--- src/rtl/dec_fpr_pkg.sv ---
// Shared types and widths for the FP register file writeback path.
package dec_fpr_pkg;

    localparam int FPR_W  = 64;
    localparam int FPR_AW = 5;

    // One pending FPR write: destination register and the value to write.
    typedef struct packed {
        logic [FPR_AW-1:0] rd;
        logic [FPR_W-1:0]  data;
    } fpr_wb_t;

    // Which port-2 source gets priority when both are presenting a result.
    typedef enum logic {
        RR_DIV = 1'b0,
        RR_MV  = 1'b1
    } rr_sel_e;

endpackage

--- src/rtl/dec_fpr_wb_fifo.sv ---
// Small synchronous FIFO of pending FPR writes feeding write port 2.
// Pointers carry one extra wrap bit so full and empty are distinguishable.
module dec_fpr_wb_fifo
    import dec_fpr_pkg::*;
#(
    parameter int DEPTH      = 4,
    parameter int DEPTH_LOG2 = 2
) (
    input  logic    clk,
    input  logic    rst_l,
    input  logic    push,
    input  fpr_wb_t push_data,
    input  logic    pop,
    input  logic    flush,
    output logic    full,
    output logic    empty,
    output fpr_wb_t head
);

    logic [DEPTH_LOG2:0]   wr_ptr;
    logic [DEPTH_LOG2:0]   rd_ptr;
    fpr_wb_t               mem [DEPTH];

    assign empty = (wr_ptr == rd_ptr);
    assign full  = (wr_ptr[DEPTH_LOG2] != rd_ptr[DEPTH_LOG2]) &&
                   (wr_ptr[DEPTH_LOG2-1:0] == rd_ptr[DEPTH_LOG2-1:0]);
    assign head  = mem[rd_ptr[DEPTH_LOG2-1:0]];

    // Advance pointers on push/pop; flush discards everything by realigning them.
    always_ff @(posedge clk or negedge rst_l) begin
        if (!rst_l) begin
            wr_ptr <= '0;
            rd_ptr <= '0;
        end else if (flush) begin
            wr_ptr <= '0;
            rd_ptr <= '0;
        end else begin
            if (push && !full)
                wr_ptr <= wr_ptr + 1'b1;
            if (pop && !empty)
                rd_ptr <= rd_ptr + 1'b1;
        end
    end

    // Entry storage; contents are only meaningful between the pointers, so no reset.
    always_ff @(posedge clk) begin
        if (push && !full && !flush)
            mem[wr_ptr[DEPTH_LOG2-1:0]] <= push_data;
    end

endmodule

--- src/rtl/dec_fpr_wb_arb.sv ---
// FPR writeback arbiter. Ports 0 and 1 are registered pass-throughs for the
// FMA pipe and load return; port 2 drains a queue shared by the FDIV/FSQRT
// unit and the int-to-FP move unit, holding its head whenever it would write
// the same FPR as port 0 or port 1 in the same cycle.
module dec_fpr_wb_arb
    import dec_fpr_pkg::*;
#(
    parameter int QDEPTH      = 4,
    parameter int QDEPTH_LOG2 = 2
) (
    input  logic              clk,
    input  logic              rst_l,
    input  logic              fma_valid,
    input  logic [FPR_AW-1:0] fma_rd,
    input  logic [FPR_W-1:0]  fma_data,
    input  logic              ld_valid,
    input  logic [FPR_AW-1:0] ld_rd,
    input  logic [FPR_W-1:0]  ld_data,
    input  logic              div_valid,
    output logic              div_ready,
    input  logic [FPR_AW-1:0] div_rd,
    input  logic [FPR_W-1:0]  div_data,
    input  logic              mv_valid,
    output logic              mv_ready,
    input  logic [FPR_AW-1:0] mv_rd,
    input  logic [FPR_W-1:0]  mv_data,
    input  logic              flush,
    output logic              wen0,
    output logic              wen1,
    output logic              wen2,
    output logic [FPR_AW-1:0] waddr0,
    output logic [FPR_AW-1:0] waddr1,
    output logic [FPR_AW-1:0] waddr2,
    output logic [FPR_W-1:0]  wd0,
    output logic [FPR_W-1:0]  wd1,
    output logic [FPR_W-1:0]  wd2,
    output logic              q_empty,
    output logic              conflict_stall
);

    rr_sel_e rr_sel;
    logic    q_full;
    logic    q_empty_int;
    logic    q_push;
    logic    q_pop;
    logic    can_enq;
    logic    div_push;
    logic    mv_push;
    logic    head_hit;
    fpr_wb_t q_head;
    fpr_wb_t q_push_data;

    // Ready reflects queue space and the grant; a full queue is never bypassed.
    assign can_enq   = !q_full && !flush;
    assign div_ready = can_enq && (!mv_valid  || (rr_sel == RR_DIV));
    assign mv_ready  = can_enq && (!div_valid || (rr_sel == RR_MV));
    assign div_push  = div_valid && div_ready;
    assign mv_push   = mv_valid && mv_ready;
    assign q_push    = div_push || mv_push;

    // The head may only issue if neither fixed-latency port writes its FPR now.
    assign head_hit       = (fma_valid && (fma_rd == q_head.rd)) ||
                            (ld_valid  && (ld_rd  == q_head.rd));
    assign conflict_stall = !q_empty_int && head_hit;
    assign q_pop          = !q_empty_int && !head_hit && !flush;
    assign q_empty        = q_empty_int;

    // Select the payload of whichever source won the enqueue grant.
    always_comb begin
        q_push_data = '{rd: mv_rd, data: mv_data};
        if (div_push)
            q_push_data = '{rd: div_rd, data: div_data};
    end

    dec_fpr_wb_fifo #(
        .DEPTH      (QDEPTH),
        .DEPTH_LOG2 (QDEPTH_LOG2)
    ) u_fifo (
        .clk       (clk),
        .rst_l     (rst_l),
        .push      (q_push),
        .push_data (q_push_data),
        .pop       (q_pop),
        .flush     (flush),
        .full      (q_full),
        .empty     (q_empty_int),
        .head      (q_head)
    );

    // Hand priority to the other source after every accepted enqueue.
    always_ff @(posedge clk or negedge rst_l) begin
        if (!rst_l)
            rr_sel <= RR_DIV;
        else if (q_push)
            rr_sel <= (rr_sel == RR_DIV) ? RR_MV : RR_DIV;
    end

    // Register all three write ports; port 2 only loads a new entry when it issues.
    always_ff @(posedge clk or negedge rst_l) begin
        if (!rst_l) begin
            wen0   <= 1'b0;
            wen1   <= 1'b0;
            wen2   <= 1'b0;
            waddr0 <= '0;
            waddr1 <= '0;
            waddr2 <= '0;
            wd0    <= '0;
            wd1    <= '0;
            wd2    <= '0;
        end else begin
            wen0   <= fma_valid;
            waddr0 <= fma_rd;
            wd0    <= fma_data;
            wen1   <= ld_valid;
            waddr1 <= ld_rd;
            wd1    <= ld_data;
            wen2   <= q_pop;
            if (q_pop) begin
                waddr2 <= q_head.rd;
                wd2    <= q_head.data;
            end
        end
    end

`ifdef ASSERT_ON
    // Sources on ports 0 and 1 must never target the same FPR in one cycle.
    a_no_port01_collision : assert property (
        @(posedge clk) disable iff (!rst_l)
        !(fma_valid && ld_valid && (fma_rd == ld_rd))
    );
`endif

endmodule

--- config.mk ---
export PLATFORM = sky130hd
export DESIGN_NAME = dec_fpr_wb_arb
export DESIGN_NICKNAME = d
export VERILOG_FILES = /design/src/rtl/dec_fpr_pkg.sv /design/src/rtl/dec_fpr_wb_fifo.sv /design/src/rtl/dec_fpr_wb_arb.sv
export SDC_FILE = /design/constraint.sdc
export NUM_CORES = 1
export LEC_CHECK = 0
export ABC_CLOCK_PERIOD_IN_PS = 3400
export BUFFER_PORTS_ARGS = -buffer_cell sky130_fd_sc_hd__buf_2
export CAP_MARGIN = 40
export CORE_UTILIZATION = 40
export CTS_CLUSTER_SIZE = 25
export DETAILED_ROUTE_END_ITERATION = 8
export PLACE_DENSITY = 0.72
export SLEW_MARGIN = 15
export SYNTH_ARGS = -nofsm -noshare
export SYNTH_HDL_FRONTEND = slang
export SYNTH_SLANG_ARGS = --single-unit
--- constraint.sdc ---
create_clock -name clk -period 3.4 [get_ports clk]
set_input_delay 0.68 -clock clk [delete_from_list [all_inputs] [get_ports clk]]
set_output_delay 0.68 -clock clk [all_outputs]
set_load 0.005 [all_outputs]
Yosys cells after proc, flatten, opt, wreduce, memory -nomap -nowiden
Memories as Yosys holds them, arrays and structs flattened.
Cells that the tools add are included.
{ "classes": {"n_addsub": 2, "n_eq_ne": 5, "muxes": 8, "bitwise": 1, "reduce_logical": 26} }
{ "op_table": {"columns": ["operator", "n"], "rows": [
  ["$mux 69", 1],
  ["$logic_and 1x1->1", 14],
  ["$mux 3", 4],
  ["$eq 5x5->1", 2],
  ["$add 3x1->3 const B", 2],
  ["$logic_not 1->1", 6],
  ["$logic_or 1x1->1", 4],
  ["$reduce_bool 2->1", 2],
  ["$eq 3x3->1", 1],
  ["$mux 1", 3],
  ["$eq 2x2->1", 1],
  ["$ne 1x1->1", 1],
  ["$not 1->1", 1]
]} }
{ "totals": {"reg_bits": 217, "ramBits": 276, "inputBits": 283, "output_inout_bits": 214, "word_cells": 55, "n_memories": 1} }
{ "mem_list": {"columns": ["memory", "depth", "word_bits", "read_ports", "rd_clocked_by_memory_dff", "write_ports", "line_no", "rtl"], "rows": [
  ["u_fifo.mem", 4, 69, 1, 0, 1, "dec_fpr_wb_fifo.sv:22", "fpr_wb_t mem [DEPTH];"]
]} }

Depth between registers and ports, before layout
Gate-level depths: netlist (run 1).
{ "logic_depth": {"ltp_word": 11, "mapped_depth": 8, "depth_no_buf": 6} }

By module
Synthesis (run 1) repeated with hierarchy kept, for this count alone.
{ "hier_totals": {"cells_unflattened": 816, "hier_area_um2": 17693.2} }
{ "modules_own_cells": {"columns": ["module", "n_inst", "cells_per_inst", "area_per_inst_um2", "seq_area_each_um2"], "rows": [
  ["dec_fpr_wb_fifo", 1, 427, 10512.6, 8438.1],
  ["dec_fpr_wb_arb", 1, 389, 7180.6, 5280.1]
]} }

Least setup slack after synthesis (run 1)
OpenSTA, ideal clock, no wires.
{ "synth_path": {"path_type": "reg-to-reg", "from": "register u_fifo.rd_ptr[0]", "to": "memory u_fifo.mem[3][0] in the netlist's numbering, enable pin", "setup_ps": 436, "arrival_time_ps": 2986, "t_required_ps": 2964, "setup_slack_ps": -22, "path_stages_with_launch": 6, "path_buffers": 1, "synth_period_minus_slack_ps": 3422, "path_cell_list": "dfrtp_1 -> buf_2 -> xnor2_1 -> a31o_2 -> nor2_1 -> and2_1"} }
{ "synth_via": {"elab_chain_cells": 11, "word_cells_on_any_way": 13, "cone_classes": "eq/ne: 1; mux: 2; reduce/logical: 10"} }
{ "synth_rtl": {"columns": ["item", "line_no", "rtl"], "rows": [
  ["start: declaration", "dec_fpr_wb_fifo.sv:21", "logic [DEPTH_LOG2:0] rd_ptr;"],
  ["start signal: assignment", "dec_fpr_wb_fifo.sv:41", "rd_ptr <= rd_ptr + 1'b1;"],
  ["$eq 2x2->1 (*)", "dec_fpr_wb_fifo.sv:26", "(wr_ptr[DEPTH_LOG2-1:0] == rd_ptr[DEPTH_LOG2-1:0]);"],
  ["$logic_and 1x1->1 (*)", "dec_fpr_wb_fifo.sv:25", "assign full = (wr_ptr[DEPTH_LOG2] != rd_ptr[DEPTH_LOG2]) &&"],
  ["$logic_not 1->1 (*)", "dec_fpr_wb_fifo.sv:47, dec_fpr_wb_arb.sv:54", null],
  ["$logic_and 1x1->1", "dec_fpr_wb_arb.sv:54", "assign can_enq = !q_full && !flush;"],
  ["$logic_and 1x1->1 (on tied branches)", "dec_fpr_wb_arb.sv:55, dec_fpr_wb_arb.sv:56", null],
  ["$logic_and 1x1->1 (on tied branches)", "dec_fpr_wb_arb.sv:57, dec_fpr_wb_arb.sv:58", null],
  ["$logic_or 1x1->1", "dec_fpr_wb_arb.sv:59", "assign q_push = div_push || mv_push;"],
  ["$logic_and 1x1->1 (*) (2 in a row)", "dec_fpr_wb_fifo.sv:47", "if (push && !full && !flush)"],
  ["$mux 1 (*)", "dec_fpr_wb_fifo.sv:47", null],
  ["$mux 1 (not written as such) (*)", "dec_fpr_wb_fifo.sv:48", "mem[wr_ptr[DEPTH_LOG2-1:0]] <= push_data;"],
  ["end: declaration", "dec_fpr_wb_fifo.sv:22", null]
]} }
Mark *: on every way between the ends. The rest lies on a longest branch, timed or not.

Worst setup path after layout (run 1)
{ "layout_path": {"from": "register u_fifo.rd_ptr[0]", "to": "output conflict_stall"} }
{ "layout_via": {"elab_chain_cells": 5, "word_cells_on_any_way": 9, "cone_classes": "eq/ne: 3; reduce/logical: 5; memory: 1"} }
{ "layout_rtl": {"columns": ["item", "line_no", "rtl"], "rows": [
  ["$mem_v2 4x69", null, null],
  ["$eq 5x5->1 (on tied branches)", "dec_fpr_wb_arb.sv:62, dec_fpr_wb_arb.sv:63", null],
  ["$logic_and 1x1->1 (on tied branches)", "dec_fpr_wb_arb.sv:62, dec_fpr_wb_arb.sv:63", null],
  ["$logic_or 1x1->1", "dec_fpr_wb_arb.sv:62", "assign head_hit = (fma_valid && (fma_rd == q_head.rd)) ||"],
  ["$logic_and 1x1->1 (*)", "dec_fpr_wb_arb.sv:64", "assign conflict_stall = !q_empty_int && head_hit;"],
  ["end: declaration", "dec_fpr_wb_arb.sv:38", "output logic conflict_stall"]
]} }
Marked as above.

==> flow_metrics.env, run 1 <==
export IMPL_outcome="complete, but fails checks"
export IMPL_failed_checks="DRC"
export IMPL_timing_hold_ws_ps=84.2
export IMPL_synth_fp_nets=1077
export IMPL_fin_skew_ps=12.1
export IMPL_hpwl_mm=31.1
export IMPL_postSynthCellCount=789
export IMPL_layout_nets=1620
export IMPL_drv_slew=0
export IMPL_gr_usage_all_layers=0.201
export IMPL_clk_pin_slew_worst_paths_ps=60
export IMPL_cts_sinks=493
export IMPL_cp_slowest_cell="mux4_2"
export IMPL_avgViaCountPerCell=4.88
export IMPL_max_stage_delay_ps=570
export IMPL_post_place_cells=1863
export IMPL_yosys_warnings=0
export IMPL_ios=497
export IMPL_port_buffer_count=496
export IMPL_seq_area_frac_synth=0.787
export IMPL_worstMarginPinSlew_ps=722
export IMPL_design_core_area_um2=43000
export IMPL_worstHoldPathType="in -> async"
export IMPL_syn2layout_area_growth_pct=29.9
export IMPL_wire_per_inst_um=22.9
export IMPL_die_y_um=211
export IMPL_synth_seq_cells=493
export IMPL_r2r_slack_ps=640
export IMPL_pre_cts_slack_ps=614
export IMPL_synth_cell_types=26
export IMPL_drt_pass1_iter_count=7
export IMPL_p_leak_nw=9.20
export IMPL_ir_drop_mv=0.382
export IMPL_dieArea_um2=44400
export IMPL_final_cell_area_um2=22600
export IMPL_fin_util=0.527
export IMPL_reg2reg_from="u_fifo.rd_ptr[0]"
export IMPL_synth_most_common_cell="edfxtp_1"
export IMPL_numCtsBuffers=50
export IMPL_final_hold_viol_count=0
export IMPL_start_util=0.406
export IMPL_vias=9557
export IMPL_critPathLaunchType="flip-flop"
export IMPL_cts_root_buffer="clkbuf_16"
export IMPL_grt_ovfl_total=0
export IMPL_worstPathRequired_ps=2720
export IMPL_layout_min_cycle_time_ps=3210
export IMPL_ctsHoldBuffers=0
export IMPL_async_flop_share=0.440
export IMPL_synth_top_cell_by_area="edfxtp_1"
export IMPL_worst_slack_ps=186
export IMPL_gp_congestion=0.874
export IMPL_crit_buf_inv=1
export IMPL_fmax_ghz=0.311
export IMPL_cp_top_family="multiplexers"
export IMPL_reg2reg_depth=8
export IMPL_cts_tree="built"
export IMPL_die_x_um=211
export IMPL_grt_first_pass_wirelength_mm=64.2
export IMPL_r2r_end="wd2[40]"
export IMPL_ant_nets=0
export IMPL_placement_cell_area_um2=20900
export IMPL_power_total_mw=16.7
export IMPL_wirelength_mm=44.9
export IMPL_tns_ps=0
export IMPL_clk_latency_ps=570
export IMPL_syn_avg_cell_area_um2=22.1
export IMPL_relSlewSlack=0.519
export IMPL_worstPathMaxFanout=7
export IMPL_period_share=0.945
export IMPL_crit_arrival_ps=2530
export IMPL_drcViolationCount=2
export IMPL_crit_chain="mux4_2 > xnor2_1 > nand4_1 > o22ai_4 > nor2b_1 > buf_2"
export IMPL_setup_violations=0
export IMPL_drive_gt1_frac=0.549
export IMPL_ys_top_cells_by_count="276 x edfxtp_1, 217 x dfrtp_1, 72 x mux2_2, 69 x mux2_1, 69 x mux4_2"
export IMPL_antenna_found_initial=6
export IMPL_grt_setup_unrepaired="false"
export IMPL_crit_path_end_kind="output pin"
export IMPL_synth_top_cell_area_share=0.476
export IMPL_grt_max_degree=83
export IMPL_maxCapViolations=0
export IMPL_rows=76
export IMPL_grt_pass1_vias=9942
export IMPL_stdcell_count=1960
export IMPL_cts_htree_levels=2
export IMPL_synthFlopType="edfxtp_1"
export IMPL_synthTopCellsByArea="edfxtp_1 48%, dfrtp_1 31%, mux4_2 8.9%"
export IMPL_power_per_cell_area_nw_per_um2=737
export IMPL_clockBufferDepth=3
export IMPL_drt_iter0_drc=594
export IMPL_netlist_area_um2=17400
export IMPL_crit_type="reg -> out"
export IMPL_synth_edff_count=276
worst reg2reg max path, cell delays in order, from the launching register on:
cell	delay, ps
dfrtp_4	490
mux4_2	590
xnor2_1	160
nand4_1	140
o22ai_4	110
buf_4	150
nor3_4	140
buf_12	410
mux2_1	450
what timing repair did:
action                     CTS  global route
gates cloned                 0             0
gates resized for setup      1             0
pin swaps                    0             1
hold endpoints to repair     0             0
setup buffers                1             1
setup endpoints to repair    1             1
registers in the layout, summed over array words and instances (netlist names):
name	count
rr_sel	1
u_fifo.mem	276
u_fifo.rd_ptr	3
u_fifo.wr_ptr	3
waddr0	5
waddr1	5
waddr2	5
wd0	64
wd1	64
wd2	64
wen0	1
wen1	1
wen2	1
where the power goes:
group	leakage [nW]	total, mW	switching [mW]	internal [mW]
sequential	5.06	7.63	0.371	7.26
combinational	3.28	3.36	1.65	1.71
clock	0.860	5.70	2.25	3.45
total	9.20	16.7	4.27	12.4
per-layer routing:
| metal | routed length [µm] | vias to the layer above | GRT usage | part of all wire |
|---|---|---|---|---|
| met4 | 1550 | 6 | 0.0795 | 0.034 |
| met3 | 2860 | 81 | 0.0425 | 0.064 |
| li1 | - | 4134 | - | - |
| met2 | 23200 | 390 | 0.350 | 0.52 |
| met1 | 17300 | 4946 | 0.244 | 0.38 |
| met5 | 41 | - | 0 | 0.00091 |
cell type report:
type,count,area (µm²)
Clock buffer,66,1450
Clock inverter,28,299
Inverter,3,11.3
Timing Repair Buffer,522,2870
Antenna cell,1,2.50
Multi-Input combinational cell,262,3550
Fill cell,3478,20300
Tap cell,585,732
Sequential cell,493,13700
logic make-up (layout without fill, tap and decap cells):
group                    Yosys count  in the layout  synth area share
AO/OA/AOI/OAI                      5              5           0.00223
XOR/XNOR                          15             15           0.00754
adder cells (fa/ha/maj)            5              5           0.00359
buffers and inverters             34            619            0.0106
flip-flops                       493            493             0.787
multiplexers                     211            211             0.181
other                              0              1                 0
AND/OR/NAND/NOR                   26             26           0.00811
worst max path at each step:
stage                  endpoint  cells after the start              from  slack, ps
3_5_place_dp     conflict_stall                      6  u_fifo.rd_ptr[0]        610
6_report         conflict_stall                      6  u_fifo.rd_ptr[0]        190
2_1_floorplan  u_fifo.mem[1][0]                      5  u_fifo.rd_ptr[0]         10
5_1_grt          conflict_stall                      6  u_fifo.rd_ptr[0]          4
3_3_place_gp     conflict_stall                      6  u_fifo.rd_ptr[0]        600
4_1_cts          conflict_stall                      6  u_fifo.rd_ptr[0]         30
cell usage in the layout (no fill, tap or decap), types with 2 or more instances in the layout:
cell          n
nand2b_1      2
nand2_1       4
nor2b_1       3
mux2_1       69
xnor2_1      14
a21oi_1       2
clkbuf_16    54
clkinv_2     11
buf_2       495
and2_4        4
clkinvlp_4    2
inv_1         3
clkinv_1      6
nor2_1        8
clkinv_4      3
buf_4        12
nand4_1       2
dfrtp_1     215
clkbuf_8      5
ha_1          5
mux4_2       69
clkbuf_1      7
mux2_2       72
dfrtp_4       2
bufinv_16     6
buf_12       13
edfxtp_1    276
Note: power is estimated with default switching activity, not from simulation.
==> run 2: changes to the inputs <==
- CORE_MARGIN: not set -> 2
==> run 2 against run 1 <==
Compared with the run above: the flow now finishes without violations; clock power is 2% lower; flip-flop and latch count unchanged; non-clock buffer count decreased by 7; core utilization fell by 0.44 points; global-route usage is 0.70 points lower; largest cell class unchanged; sequential share of layout area up 0.37 points; critical endpoint unchanged; clock-buffer cell count grew 14; clock skew is essentially flat; highest routed layer unchanged; via count shrank 1.7%; maximum frequency down 2.2%; setup slack lost 72 ps.
==> flow_metrics.env, run 2 (synthesis results as in run 1) <==
export IMPL_outcome="finished clean"
export IMPL_fmax_ghz=0.304
export IMPL_start_util=0.405
export IMPL_period_share=0.966
export IMPL_clk_pin_slew_worst_paths_ps=60
export IMPL_drive_gt1_frac=0.543
export IMPL_wirelength_mm=44.4
export IMPL_cts_root_buffer="clkbuf_16"
export IMPL_tns_ps=0
export IMPL_grt_max_degree=101
export IMPL_stdcell_count=1956
export IMPL_post_place_cells=1858
export IMPL_wire_per_inst_um=22.7
export IMPL_dieArea_um2=45300
export IMPL_r2r_slack_ps=810
export IMPL_drt_pass1_iter_count=4
export IMPL_crit_arrival_ps=2610
export IMPL_cts_setup_buffers=0
export IMPL_reg2reg_depth=7
export IMPL_r2r_end="wd2[39]"
export IMPL_worstHoldPathType="in -> async"
export IMPL_grt_first_pass_wirelength_mm=63.2
export IMPL_worstMarginPinSlew_ps=768
export IMPL_grt_ovfl_total=0
export IMPL_maxCapViolations=0
export IMPL_vias=9398
export IMPL_crit_type="reg -> out"
export IMPL_fin_skew_ps=12.4
export IMPL_cts_tree="built"
export IMPL_clk_latency_ps=580
export IMPL_layout_commonest_cell="buf_2"
export IMPL_avgViaCountPerCell=4.80
export IMPL_antenna_found_initial=5
export IMPL_drcViolationCount=0
export IMPL_reg2reg_from="u_fifo.rd_ptr[0]"
export IMPL_final_hold_viol_count=0
export IMPL_worstPathRequired_ps=2720
export IMPL_cts_htree_levels=2
export IMPL_grt_pass1_vias=9966
export IMPL_syn2layout_area_growth_pct=29.1
export IMPL_ant_nets=0
export IMPL_layout_nets=1614
export IMPL_regArea_um2=13700
export IMPL_rows=76
export IMPL_power_total_mw=16.5
export IMPL_crit_path_end_kind="output pin"
export IMPL_grt_setup_unrepaired="false"
export IMPL_layout_common_cells="495 x buf_2, 276 x edfxtp_1, 215 x dfrtp_1"
export IMPL_drv_slew=0
export IMPL_critPathLaunchType="flip-flop"
export IMPL_ios=497
export IMPL_clockBufferDepth=3
export IMPL_ctsHoldBuffers=0
export IMPL_port_buffer_count=496
export IMPL_numCtsBuffers=51
export IMPL_gr_usage_all_layers=0.194
export IMPL_die_y_um=213
export IMPL_gp_congestion=0.893
export IMPL_power_per_cell_area_nw_per_um2=734
export IMPL_design_core_area_um2=43100
export IMPL_layout_min_cycle_time_ps=3290
export IMPL_placement_cell_area_um2=20800
export IMPL_post_cts_resized=0
export IMPL_p_leak_nw=9.12
export IMPL_relSlewSlack=0.488
export IMPL_final_cell_area_um2=22500
export IMPL_setup_violations=0
export IMPL_fill_cells=3504
export IMPL_worstPathMaxFanout=7
export IMPL_multiInputGateArea_um2=3550
export IMPL_hpwl_mm=30.5
export IMPL_drt_iter0_drc=731
export IMPL_die_x_um=213
export IMPL_ir_drop_mv=0.393
export IMPL_largest_register_ffs=276
export IMPL_cts_sinks=493
[run 2: per-layer routing]
layer | GRT usage | share of wire
met3 | 0.0457 | 0.071
met5 | 0 | 0.00070
met4 | 0.0837 | 0.040
met1 | 0.242 | 0.39
met2 | 0.325 | 0.50
[run 2: metrics by stage]
stage	utilization	setup slack, ps	hold slack, ps
after floorplan	-	10.0	384
after detailed placement	0.483	690	469
final	0.522	114	144
after global placement	0.483	681	465
after global routing	0.522	8.93	176
after CTS	0.522	29.1	154
[run 2: worst max-delay path, cell delays in order (launching register included)]
cell	delay [ps]
dfrtp_4	520
mux4_2	580
xnor2_1	180
nand4_1	170
o22ai_4	280
nor2b_1	170
buf_2	130
[run 2: worst max-delay path by stage]
stage                startpoint                to  slack (ps)  cells after the start
2_1_floorplan  u_fifo.rd_ptr[0]  u_fifo.mem[1][0]          10                      5
5_1_grt        u_fifo.rd_ptr[0]    conflict_stall           9                      6
3_5_place_dp   u_fifo.rd_ptr[0]    conflict_stall         690                      6
4_1_cts        u_fifo.rd_ptr[0]    conflict_stall          30                      6
3_3_place_gp   u_fifo.rd_ptr[0]    conflict_stall         680                      6
6_report       u_fifo.rd_ptr[0]    conflict_stall         110                      6
[run 2: layout make-up]
cell class                      count  share of cell area
Sequential cell                   493               0.610
Inverter                            3            0.000501
Clock buffer                       80              0.0683
Tap cell                          585              0.0325
Antenna cell                        3            0.000334
Timing Repair Buffer              515               0.123
Clock inverter                     15             0.00717
Multi-Input combinational cell    262               0.158
[run 2: power breakdown]
| part | internal (mW) | switching, mW | leakage [nW] |
|---|---|---|---|
| combinational | 1.67 | 1.60 | 3.23 |
| clock | 3.33 | 2.26 | 0.829 |
| sequential | 7.26 | 0.393 | 5.06 |
| total | 12.3 | 4.25 | 9.12 |
==> run 3: changes to the inputs <==
- MAX_ROUTING_LAYER: not set -> met4
==> run 3 against run 2 <==
Compared with the run above: clock power is essentially flat; power barely moved; sequential share of layout area is essentially flat; setup slack got worse by 4.6 ps; clock-buffer cell count is the same; critical path type unchanged.
==> flow_metrics.env, run 3 (synthesis results as in run 1) <==
export IMPL_outcome="finished clean"
export IMPL_worstPathRequired_ps=2720
export IMPL_layout_common_cells="495 x buf_2, 276 x edfxtp_1, 215 x dfrtp_1"
export IMPL_max_stage_delay_ps=580
export IMPL_largest_register_ffs=276
export IMPL_vias=9399
export IMPL_crit_path_end_kind="output pin"
export IMPL_pre_cts_slack_ps=690
export IMPL_timing_hold_ws_ps=143
export IMPL_drive_gt1_frac=0.543
export IMPL_crit_arrival_ps=2610
export IMPL_layout_min_cycle_time_ps=3290
export IMPL_regArea_um2=13700
export IMPL_grt_pass1_vias=9960
export IMPL_post_place_cells=1858
export IMPL_antenna_found_initial=5
export IMPL_fmax_ghz=0.304
export IMPL_critPathLaunchType="flip-flop"
export IMPL_tns_ps=0
export IMPL_grt_first_pass_wirelength_mm=63.2
export IMPL_stdcell_count=1958
export IMPL_clockBufferDepth=3
export IMPL_port_buffer_count=496
export IMPL_drt_pass1_iter_count=4
export IMPL_worstHoldPathType="in -> async"
export IMPL_crit_chain="mux4_2 > xnor2_1 > nand4_1 > o22ai_4 > nor2b_1 > buf_2"
export IMPL_rows=76
export IMPL_hpwl_mm=30.5
export IMPL_design_core_area_um2=43100
export IMPL_cts_tree="built"
export IMPL_clk_pin_slew_worst_paths_ps=60
export IMPL_drt_met1_wl_mm=17.5
export IMPL_fill_cells=3503
export IMPL_crit_type="reg -> out"
export IMPL_cts_root_buffer="clkbuf_16"
export IMPL_reg2reg_from="u_fifo.rd_ptr[0]"
export IMPL_dieArea_um2=45300
export IMPL_worstMarginPinSlew_ps=769
export IMPL_period_share=0.968
export IMPL_cp_slowest_cell="mux4_2"
export IMPL_gp_congestion=0.908
export IMPL_power_total_mw=16.5
export IMPL_fin_util=0.522
export IMPL_worstPathMaxFanout=7
export IMPL_routed_top_layer="met4"
export IMPL_cts_htree_levels=2
export IMPL_avgViaCountPerCell=4.80
export IMPL_start_util=0.405
export IMPL_p_leak_nw=9.12
export IMPL_worst_slack_ps=110
export IMPL_grt_ovfl_total=0
export IMPL_ant_nets=0
export IMPL_fin_skew_ps=14.3
export IMPL_syn2layout_area_growth_pct=29.1
export IMPL_setup_violations=0
export IMPL_die_x_um=213
export IMPL_cp_startpoint="u_fifo.rd_ptr[0]"
export IMPL_wire_per_inst_um=22.7
export IMPL_grt_setup_unrepaired="false"
export IMPL_power_per_cell_area_nw_per_um2=734
export IMPL_die_y_um=213
export IMPL_dr_wl_met3_mm=3.08
export IMPL_relSlewSlack=0.487
export IMPL_wirelength_mm=44.4
export IMPL_layout_commonest_cell="buf_2"
export IMPL_ios=497
export IMPL_final_hold_viol_count=0
export IMPL_drcViolationCount=0
export IMPL_drt_iter0_drc=748
export IMPL_wl_met2_mm=22.0
export IMPL_placement_cell_area_um2=20800
export IMPL_ir_drop_mv=0.393
export IMPL_drv_slew=0
export IMPL_layout_nets=1614
export IMPL_clk_latency_ps=580
export IMPL_multiInputGateArea_um2=3550
export IMPL_grt_max_degree=101
export IMPL_maxCapViolations=0
export IMPL_final_cell_area_um2=22500
export IMPL_cts_setup_buffers=0
export IMPL_gr_usage_all_layers=0.200
export IMPL_cts_sinks=493
export IMPL_numCtsBuffers=51
==> run 3: cell types whose count changed in the layout (fill, tap and decap cells not counted), sizes merged <==
cell,previous run,this run
diode,3,5
==> run 3: critical path, delay by kind of cell (launching register included) <==
family	cells	cell delay [ps]
compound gates	1	280
xor+xnor	1	180
buf+inv	1	130
flops	1	520
mux	1	580
simple gates	2	340
==> run 3: final cells by class <==
| type | count | share of cell area |
|---|---|---|
| flip-flops and latches | 493 | 0.610 |
| inverters | 3 | 0.000500 |
| multi-input cells | 262 | 0.158 |
| clock buffers | 80 | 0.0683 |
| clock inverters | 15 | 0.00717 |
| well taps | 585 | 0.0325 |
| repair buffers | 515 | 0.123 |
| diodes | 5 | 0.000556 |
==> run 3: final timing paths <==
path | endpoint | slack [ps] | cells past startpoint
max | conflict_stall | 110 | 6
min | wd1[33] | 140 | 1
max reg2reg | wd2[39] | 800 | 7
min reg2reg | wd2[56] | 480 | 1
max in group asynchronous | wd2[28] | 2490 | 2
min in group clk | wd0[12] | 200 | 1
==> run 3: power breakdown <==
part	switching (mW)	leakage [nW]	internal [mW]
combinational	1.60	3.23	1.67
sequential	0.397	5.06	7.26
clock	2.27	0.829	3.33
total	4.26	9.12	12.3
==> run 3: per-layer routing <==
| metal | track usage | vias up |
|---|---|---|
| li1 | - | 4125 |
| met1 | 0.242 | 4793 |
| met2 | 0.325 | 399 |
| met3 | 0.0447 | 82 |
| met4 | 0.0832 | 0 |
| met5 | - | - |
==> run 3: repair_timing <==
item,in CTS,in global routing
hold buffers,0,0
resized for setup,0,1
setup endpoints to repair,0,1
